**src/rtl/hazard_sequencer.sv**
```systemverilog
// Pipeline hazard sequencer: per-stage enable/flush/bubble from branch, load-use and memory-busy; optional stats via HAZARD_STATS_EN.
// Latency: controls are combinational from registered state and current inputs (zero cycle); state, watchdog and counters are registered.
// Backpressure: mem_busy freezes every stage and outranks branch and load-use, which upstream holds until the first unfrozen cycle.
module hazard_sequencer #(
  parameter int unsigned FLUSH_CYCLES = 1,
  parameter int unsigned MAX_MEM_WAIT = 15
) (
  input  logic        clk,
  input  logic        rst,
  input  logic        br_taken,
  input  logic        ld_use,
  input  logic        mem_busy,
  output logic        pc_en,
  output logic        ifid_en,
  output logic        ifid_flush,
  output logic        idex_bubble,
  output logic        exmem_en,
  output logic        mem_timeout,
  output logic [15:0] stall_cnt,
  output logic [15:0] flush_cnt
);

  typedef enum logic [1:0] {
    ST_RUN      = 2'd0,
    ST_FLUSH    = 2'd1,
    ST_LU_HOLD  = 2'd2,
    ST_MEM_WAIT = 2'd3
  } state_t;

  localparam logic [2:0] FLUSH_RELOAD = 3'(FLUSH_CYCLES - 1);
  localparam logic [7:0] WAIT_LIMIT   = 8'(MAX_MEM_WAIT);
  localparam bit         MULTI_FLUSH  = (FLUSH_CYCLES > 1);

  state_t     state_q, state_d;
  state_t     saved_q, saved_d;
  state_t     eff_state;
  logic [2:0] fcnt_q, fcnt_d;
  logic [7:0] wait_q, wait_d;
  logic       to_q, to_d;

  always_ff @(posedge clk) begin
    if (rst) begin
      state_q <= ST_RUN;
      saved_q <= ST_RUN;
      fcnt_q  <= '0;
      wait_q  <= '0;
      to_q    <= 1'b0;
    end else begin
      state_q <= state_d;
      saved_q <= saved_d;
      fcnt_q  <= fcnt_d;
      wait_q  <= wait_d;
      to_q    <= to_d;
    end
  end

  always_comb begin
    state_d     = state_q;
    saved_d     = saved_q;
    fcnt_d      = fcnt_q;
    wait_d      = wait_q;
    to_d        = to_q;
    pc_en       = 1'b1;
    ifid_en     = 1'b1;
    exmem_en    = 1'b1;
    ifid_flush  = 1'b0;
    idex_bubble = 1'b0;
    // While waiting on memory the saved state drives decisions, so exit is Mealy in that state.
    eff_state   = (state_q == ST_MEM_WAIT) ? saved_q : state_q;

    if (mem_busy) begin
      pc_en    = 1'b0;
      ifid_en  = 1'b0;
      exmem_en = 1'b0;
      state_d  = ST_MEM_WAIT;
      saved_d  = eff_state;
      wait_d   = (wait_q == 8'hFF) ? wait_q : wait_q + 8'd1;
      if (wait_d >= WAIT_LIMIT) begin
        to_d = 1'b1;
      end
    end else begin
      wait_d  = '0;
      state_d = ST_RUN;
      if (br_taken) begin
        ifid_flush  = 1'b1;
        idex_bubble = 1'b1;
        if (MULTI_FLUSH) begin
          state_d = ST_FLUSH;
          fcnt_d  = FLUSH_RELOAD;
        end
      end else begin
        case (eff_state)
          ST_FLUSH: begin
            ifid_flush = 1'b1;
            fcnt_d     = (fcnt_q == 3'd0) ? 3'd0 : fcnt_q - 3'd1;
            state_d    = (fcnt_q <= 3'd1) ? ST_RUN : ST_FLUSH;
          end
          ST_RUN: begin
            if (ld_use) begin
              pc_en       = 1'b0;
              ifid_en     = 1'b0;
              idex_bubble = 1'b1;
              state_d     = ST_LU_HOLD;
            end
          end
          default: begin
            state_d = ST_RUN;
          end
        endcase
      end
    end

    if (rst) begin
      pc_en       = 1'b0;
      ifid_en     = 1'b0;
      exmem_en    = 1'b0;
      ifid_flush  = 1'b1;
      idex_bubble = 1'b1;
    end
  end

  assign mem_timeout = to_q & ~rst;

`ifdef HAZARD_STATS_EN
  logic [15:0] stall_q;
  logic [15:0] flush_q;
  logic        br_honoured;

  assign br_honoured = br_taken & ~mem_busy & ~rst;

  always_ff @(posedge clk) begin
    if (rst) begin
      stall_q <= '0;
      flush_q <= '0;
    end else begin
      if (!pc_en && stall_q != 16'hFFFF) begin
        stall_q <= stall_q + 16'd1;
      end
      if (br_honoured && flush_q != 16'hFFFF) begin
        flush_q <= flush_q + 16'd1;
      end
    end
  end

  assign stall_cnt = rst ? 16'h0000 : stall_q;
  assign flush_cnt = rst ? 16'h0000 : flush_q;
`else
  assign stall_cnt = 16'h0000;
  assign flush_cnt = 16'h0000;
`endif

endmodule

```
**config.mk**
```make
export PLATFORM = sky130hd
export DESIGN_NAME = hazard_sequencer
export DESIGN_NICKNAME = d
export VERILOG_FILES = /design/src/rtl/hazard_sequencer.sv
export SDC_FILE = /design/constraint.sdc
export NUM_CORES = 1
export LEC_CHECK = 0
export CORE_MARGIN = 5
export CORE_UTILIZATION = 45
export CTS_CLUSTER_SIZE = 14
export DETAILED_ROUTE_END_ITERATION = 6
export GPL_TIMING_DRIVEN = 0
export PLACE_DENSITY = 0.8
export SLEW_MARGIN = 20
export SYNTH_ARGS = -nofsm -noshare
export SYNTH_HDL_FRONTEND = slang
export SYNTH_SLANG_ARGS = --single-unit
```
**constraint.sdc**
```tcl
create_clock -name clk -period 3.55 [get_ports clk]
set_input_delay 0.355 -clock clk [delete_from_list [all_inputs] [get_ports clk]]
set_output_delay 0.355 -clock clk [all_outputs]
set_load 0.01 [all_outputs]
```
== Word-level counts from Yosys, hierarchy flattened ==
Index checks and enable logic that the tools add are counted.

* Output and inout port bits: 38
* Input bits: 5
* Logic and storage cells: 45
* Bits in registers: 16

* Equal/unequal tests: 3
* Magnitude comparators: 2
* Multiplexer cells: 24
* Add/sub/neg operators: 2
* Reduce and logical (&&, ||, !) cells: 5
* Bitwise operators: 4

{| class="wikitable"
|+ Operators with widths
! kind !! number
|-
| $mux W1 || 17
|-
| $add A8 B1 Y8 const B || 1
|-
| $eq A8 B8 Y1 const B || 1
|-
| $ge A8 B4 Y1 const B || 1
|-
| $mux W2 || 4
|-
| $mux W8 || 1
|-
| $pmux W2 S2 || 1
|-
| $le A3 B1 Y1 const B || 1
|-
| $logic_not A3 Y1 || 1
|-
| $mux W3 || 1
|-
| $not A1 Y1 || 3
|-
| $reduce_and A3 Y1 || 1
|-
| $sub A3 B1 Y3 const B || 1
|-
| $eq A2 B1 Y1 const B || 1
|-
| $eq A2 B2 Y1 const B || 1
|-
| $logic_not A2 Y1 || 1
|-
| $reduce_and A2 Y1 || 1
|-
| $reduce_or A2 Y1 || 1
|-
| $and A1 B1 Y1 || 1
|}

== Logic depth before layout (Yosys ltp) ==
* Word-level depth: 7
* Mapped depth: 7

== Least setup slack after synthesis ==
No wires, ideal clock.

* Path type: register to register
* Start point: register wait_q[0]
* End point: register to_q
* Data required time: 3.428 ns
* Arrival: 1.473 ns
* Stages on the path, launching flop included: 6
* Setup time: 0.122 ns
* Setup slack: 1.955 ns
* Cells stage by stage: dfxtp_1 -> ha_1 -> and3_1 -> buf_6 -> or3_1 -> a311o_1

* Cells in the longest elaborated chain, start to end: 4
* Elaborated cells between the ends (all ways): 5

{| class="wikitable"
|+ RTL lines
! element !! line !! text
|-
| from (decl) || 38 || <nowiki>logic [7:0] wait_q, wait_d;</nowiki>
|-
| from (signal assigned) || 52 || <nowiki>wait_q <= wait_d;</nowiki>
|-
| $add A8 B1 Y8 or $eq A8 B8 Y1 (tied branches) || 77 || <nowiki>wait_d = (wait_q == 8'hFF) ? wait_q : wait_q + 8'd1;</nowiki>
|-
| $mux W8 * || 77 ||
|-
| $ge A8 B4 Y1 * || 78 || <nowiki>if (wait_d >= WAIT_LIMIT) begin</nowiki>
|-
| $reduce_and A2 Y1 (no line) * || n/a ||
|-
| to (signal assigned) || 53 || <nowiki>to_q <= to_d;</nowiki>
|-
| to (decl) || 39 || <nowiki>logic to_q, to_d;</nowiki>
|}

Every way passes the cells marked *; elsewhere a longest branch is shown, timed or not.
A chain may end at the register's enable or synchronous reset.

== Final worst setup path ==
* Start point: input rst
* End point: output idex_bubble

* Cells in the longest elaborated chain, start to end: 1

{| class="wikitable"
|+ RTL lines
! element !! line !! text
|-
| from (decl) || 9 || <nowiki>input logic rst,</nowiki>
|-
| $mux W1 || 113 || <nowiki>if (rst) begin</nowiki>
|-
| to (decl) || 16 || <nowiki>output logic idex_bubble,</nowiki>
|}

Every way passes these cells.

==> summary.txt <==
Routing
  – Vias per cell: 4.560
  – Remaining antenna violation count: 0
  – Violation count after the first detailed-routing iteration: 27
  – Final WL: 2201 um
  – Wire per inst: 10.10 um
  – Drt drc: 0
  – First drt pass iteration count: 4
  – Routed via count: 994

Finish
  – Antenna Cells: 0
  – Layout Cells excl Fill: between 200 and 250
  – Core Util, Final: between 50% and 60%
  – Nets@finish: approximately 200
  – Area of the multi-input gates: between 600 and 700 sq um
  – Fillers: 231
  – Layout area overhead: 24.37%
  – FF/Latch Area: 320.3 sq um
  – Final Instance Area: 1411 sq um
  – Layout cell share with drive strength beyond 1: between 20% and 30%

Place
  – I/O Buffers: 10
  – GPL Wtd Cong: around 0.80
  – Post-Place Cells: ~220
  – Post-Place Worst Slack: around 1100 ps
  – Post-DP HPWL: between 1500 and 2000 um
  – Placed cell areas: between 1000 and 1500 sq um

Timing
  – Setup TNS Final: 0 ps
  – FMAX: ~400 MHz
  – Slew Limit Headroom: between 60% and 70%
  – Post-route setup slack: 1099 ps
  – Tmin final: 2451 ps
  – Setup Skew: 2.892 ps
  – Worst hold slack: about 520 ps
  – Final slew viol count: 0
  – Crit share post-route: 69.03%
  – Final Setup Violations: 0
  – Slew @ Worst Pin: 497.4 ps
  – Final hold violation count: 0
  – Setup repair after global routing missed its margin: false

Worst setup path
  – Critical Path Sink: idex_bubble
  – Reg-to-reg slack, setup: between 1500 and 2000 ps
  – CP Class: in -> out
  – RR Endpoint: to_q
  – Worst EP arrival: approximately 2100 ps
  – Worst setup EP type: primary output
  – Critical path fanouts, max: 10
  – Crit start category: input pin
  – Worst R2R Path Depth: 5
  – Slowest cell delay on critical path: 560 ps
  – CP cell instances: clkdlybuf4s50_1 > clkbuf_1 > nor2_1 > a21oi_1 > clkdlybuf4s50_1
  – Critical Path RT: 3190 ps
  – CP most frequent cell: clkdlybuf4s50_1
  – CP max stage cell: clkdlybuf4s50_1
  – RR Startpoint: wait_q[0]
  – CP Launch Point: rst

CTS
  – H-tree depth: 1
  – Root buffer cell: clkbuf_4
  – Post-CTS sizing: 0
  – Hold Buf Count CTS: 0
  – CTS tree: built
  – Reg clk slew, reported paths: about 90 ps
  – Clk buf depth: 2
  – Setup bufs post-CTS: 0
  – Skew-Pair Late Insertion Delay: approximately 280 ps
  – Clock sinks: 16
  – CTS Buf Count: 3

Synthesis
  – Synth unique cells: 37
  – Register area share after synthesis: around 28%
  – Post-synthesis sequential element count: 16
  – Yosys warns: 0
  – Post-synth ARST share: 0%
  – Cell Area, Synth: between 1000 and 1500 sq um
  – Most used DFF post-synth: dfxtp_1
  – Post-Synthesis Cells: around 140
  – Post-synth EDFFs: 0
  – Synth Area per Inst: 7.881 sq um

Global route
  – Vias in the first global route: 840
  – Pin count of the biggest net entering global routing: 11
  – Initial antenna violation count: 0
  – First-pass GRT wire length: between 3000 and 4000 um
  – Remaining Overflow, GRT: 0
  – GRT Total Usage: between 10% and 20%

Power
  – Share of total power in the clock network: between 20% and 30%
  – Switching Share: 27.38%
  – Logic pwr share: between 20% and 30%
  – Total Power: around 370 uW
  – Register share of total power: roughly 52%
  – P per Cell Area: roughly 260 nW/um^2
  – Net switching power: roughly 100 uW
  – Int Power: around 270 uW
  – VDD IR-drop max: roughly 0.0002 V
  – P_leak: between 0.6 and 0.7 nW

Hold path
  – Worst min path class: reg -> reg

Floorplan
  – IO Count: 43
  – Initial Util: between 40 and 50%
  – Die footprint: 3626 sq um
  – Die Ht: 60.22 um
  – Die Wd: roughly 60 um
  – Core Region: roughly 2500 sq um
  – Row count: 18

Outcome
  – Status: complete, no violations

Run
  – Max Cap Viol: 0
## flip-flops by register name (all words and copies together) (netlist names)
| signal | count |
|---|---|
| to_q | 1 |
| state_q | 2 |
| fcnt_q | 3 |
| saved_q | 2 |
| wait_q | 8 |
## cell usage after synthesis, types with 2 or more instances
| cell | instances | area, sq um |
|---|---|---|
| o21ai_0 | 2 | 10.01 |
| mux2i_1 | 2 | 20.02 |
| nand3_1 | 3 | 15.01 |
| nand4_1 | 3 | 18.77 |
| o21ai_1 | 2 | 10.01 |
| or3_1 | 2 | 12.51 |
| nand2_1 | 11 | 41.29 |
| a21oi_1 | 6 | 30.03 |
| a311oi_1 | 2 | 17.52 |
| dfxtp_1 | 16 | 320.3 |
| a31oi_1 | 5 | 31.28 |
| nor2b_1 | 5 | 31.28 |
| and3_1 | 2 | 12.51 |
| buf_4 | 33 | 247.7 |
| inv_1 | 7 | 26.28 |
| nor3_1 | 6 | 30.03 |
| nor2_1 | 15 | 56.30 |
| ha_1 | 3 | 37.54 |
## per-layer routing
layer,up-vias,track usage (%),wire [um]
met2,30,20.83,1092
met5,-,0,0
met4,0,7.595,38
li1,519,-,-
met1,441,15.49,922
met3,4,2.592,148
## worst min-delay path by stage
stage	cells after the start	startpoint	slack, ps	endpoint
2_1_floorplan	1	br_taken	460	state_q[1]
3_3_place_gp	2	wait_q[1]	490	wait_q[1]
3_5_place_dp	2	wait_q[1]	510	wait_q[1]
4_1_cts	2	wait_q[1]	520	wait_q[1]
5_1_grt	2	wait_q[1]	550	wait_q[1]
6_report	2	wait_q[1]	520	wait_q[1]
## layout make-up
cell class / count / area share (%)
Multi-Input combinational cell: 115 / 44.77
Sequential cell: 16 / 22.70
Buffer: 37 / 19.33
Timing Repair Buffer: 10 / 7.092
Tap cell: 30 / 2.660
Inverter: 7 / 1.862
Clock buffer: 3 / 1.596
## layout by cell type, fill, tap and decap left out, types with 3 or more instances in the layout
cell type and count:
conb_1 32, nand2_1 11, nor2b_1 5, a31oi_1 5, clkdlybuf4s50_1 10, nor3_1 6, a21oi_1 6, ha_1 3
buf_4 33, clkbuf_4 3, nand4_1 3, nor2_1 15, dfxtp_1 16, inv_1 7, nand3_1 3
## cells by family after synthesis
family,share of synthesized area (%)
adder cells (fa/ha/maj),3.308
other,0.3304
buffers and inverters,26.35
AO/OA/AOI/OAI,16.21
XOR/XNOR,1.544
multiplexers,1.764
flip-flops,28.23
AND/OR/NAND/NOR,22.27
## power by group through the flow
stage	sequential, mW	combinational (mW)	clock, mW
final	0.189	0.0829	0.0940
after global placement	0.193	0.0797	0
after floorplan	0.192	0.0628	0
after global routing	0.189	0.0911	0.106
after CTS	0.189	0.0809	0.0997
after detailed placement	0.193	0.0807	0
## worst max-delay path, delay by kind of cell
kind / cells / cell delay (ps)
buffers and inverters: 3 / 1440
AO/OA/AOI/OAI: 1 / 190
AND/OR/NAND/NOR: 1 / 110
Note: power is estimated with default switching activity, not from simulation.
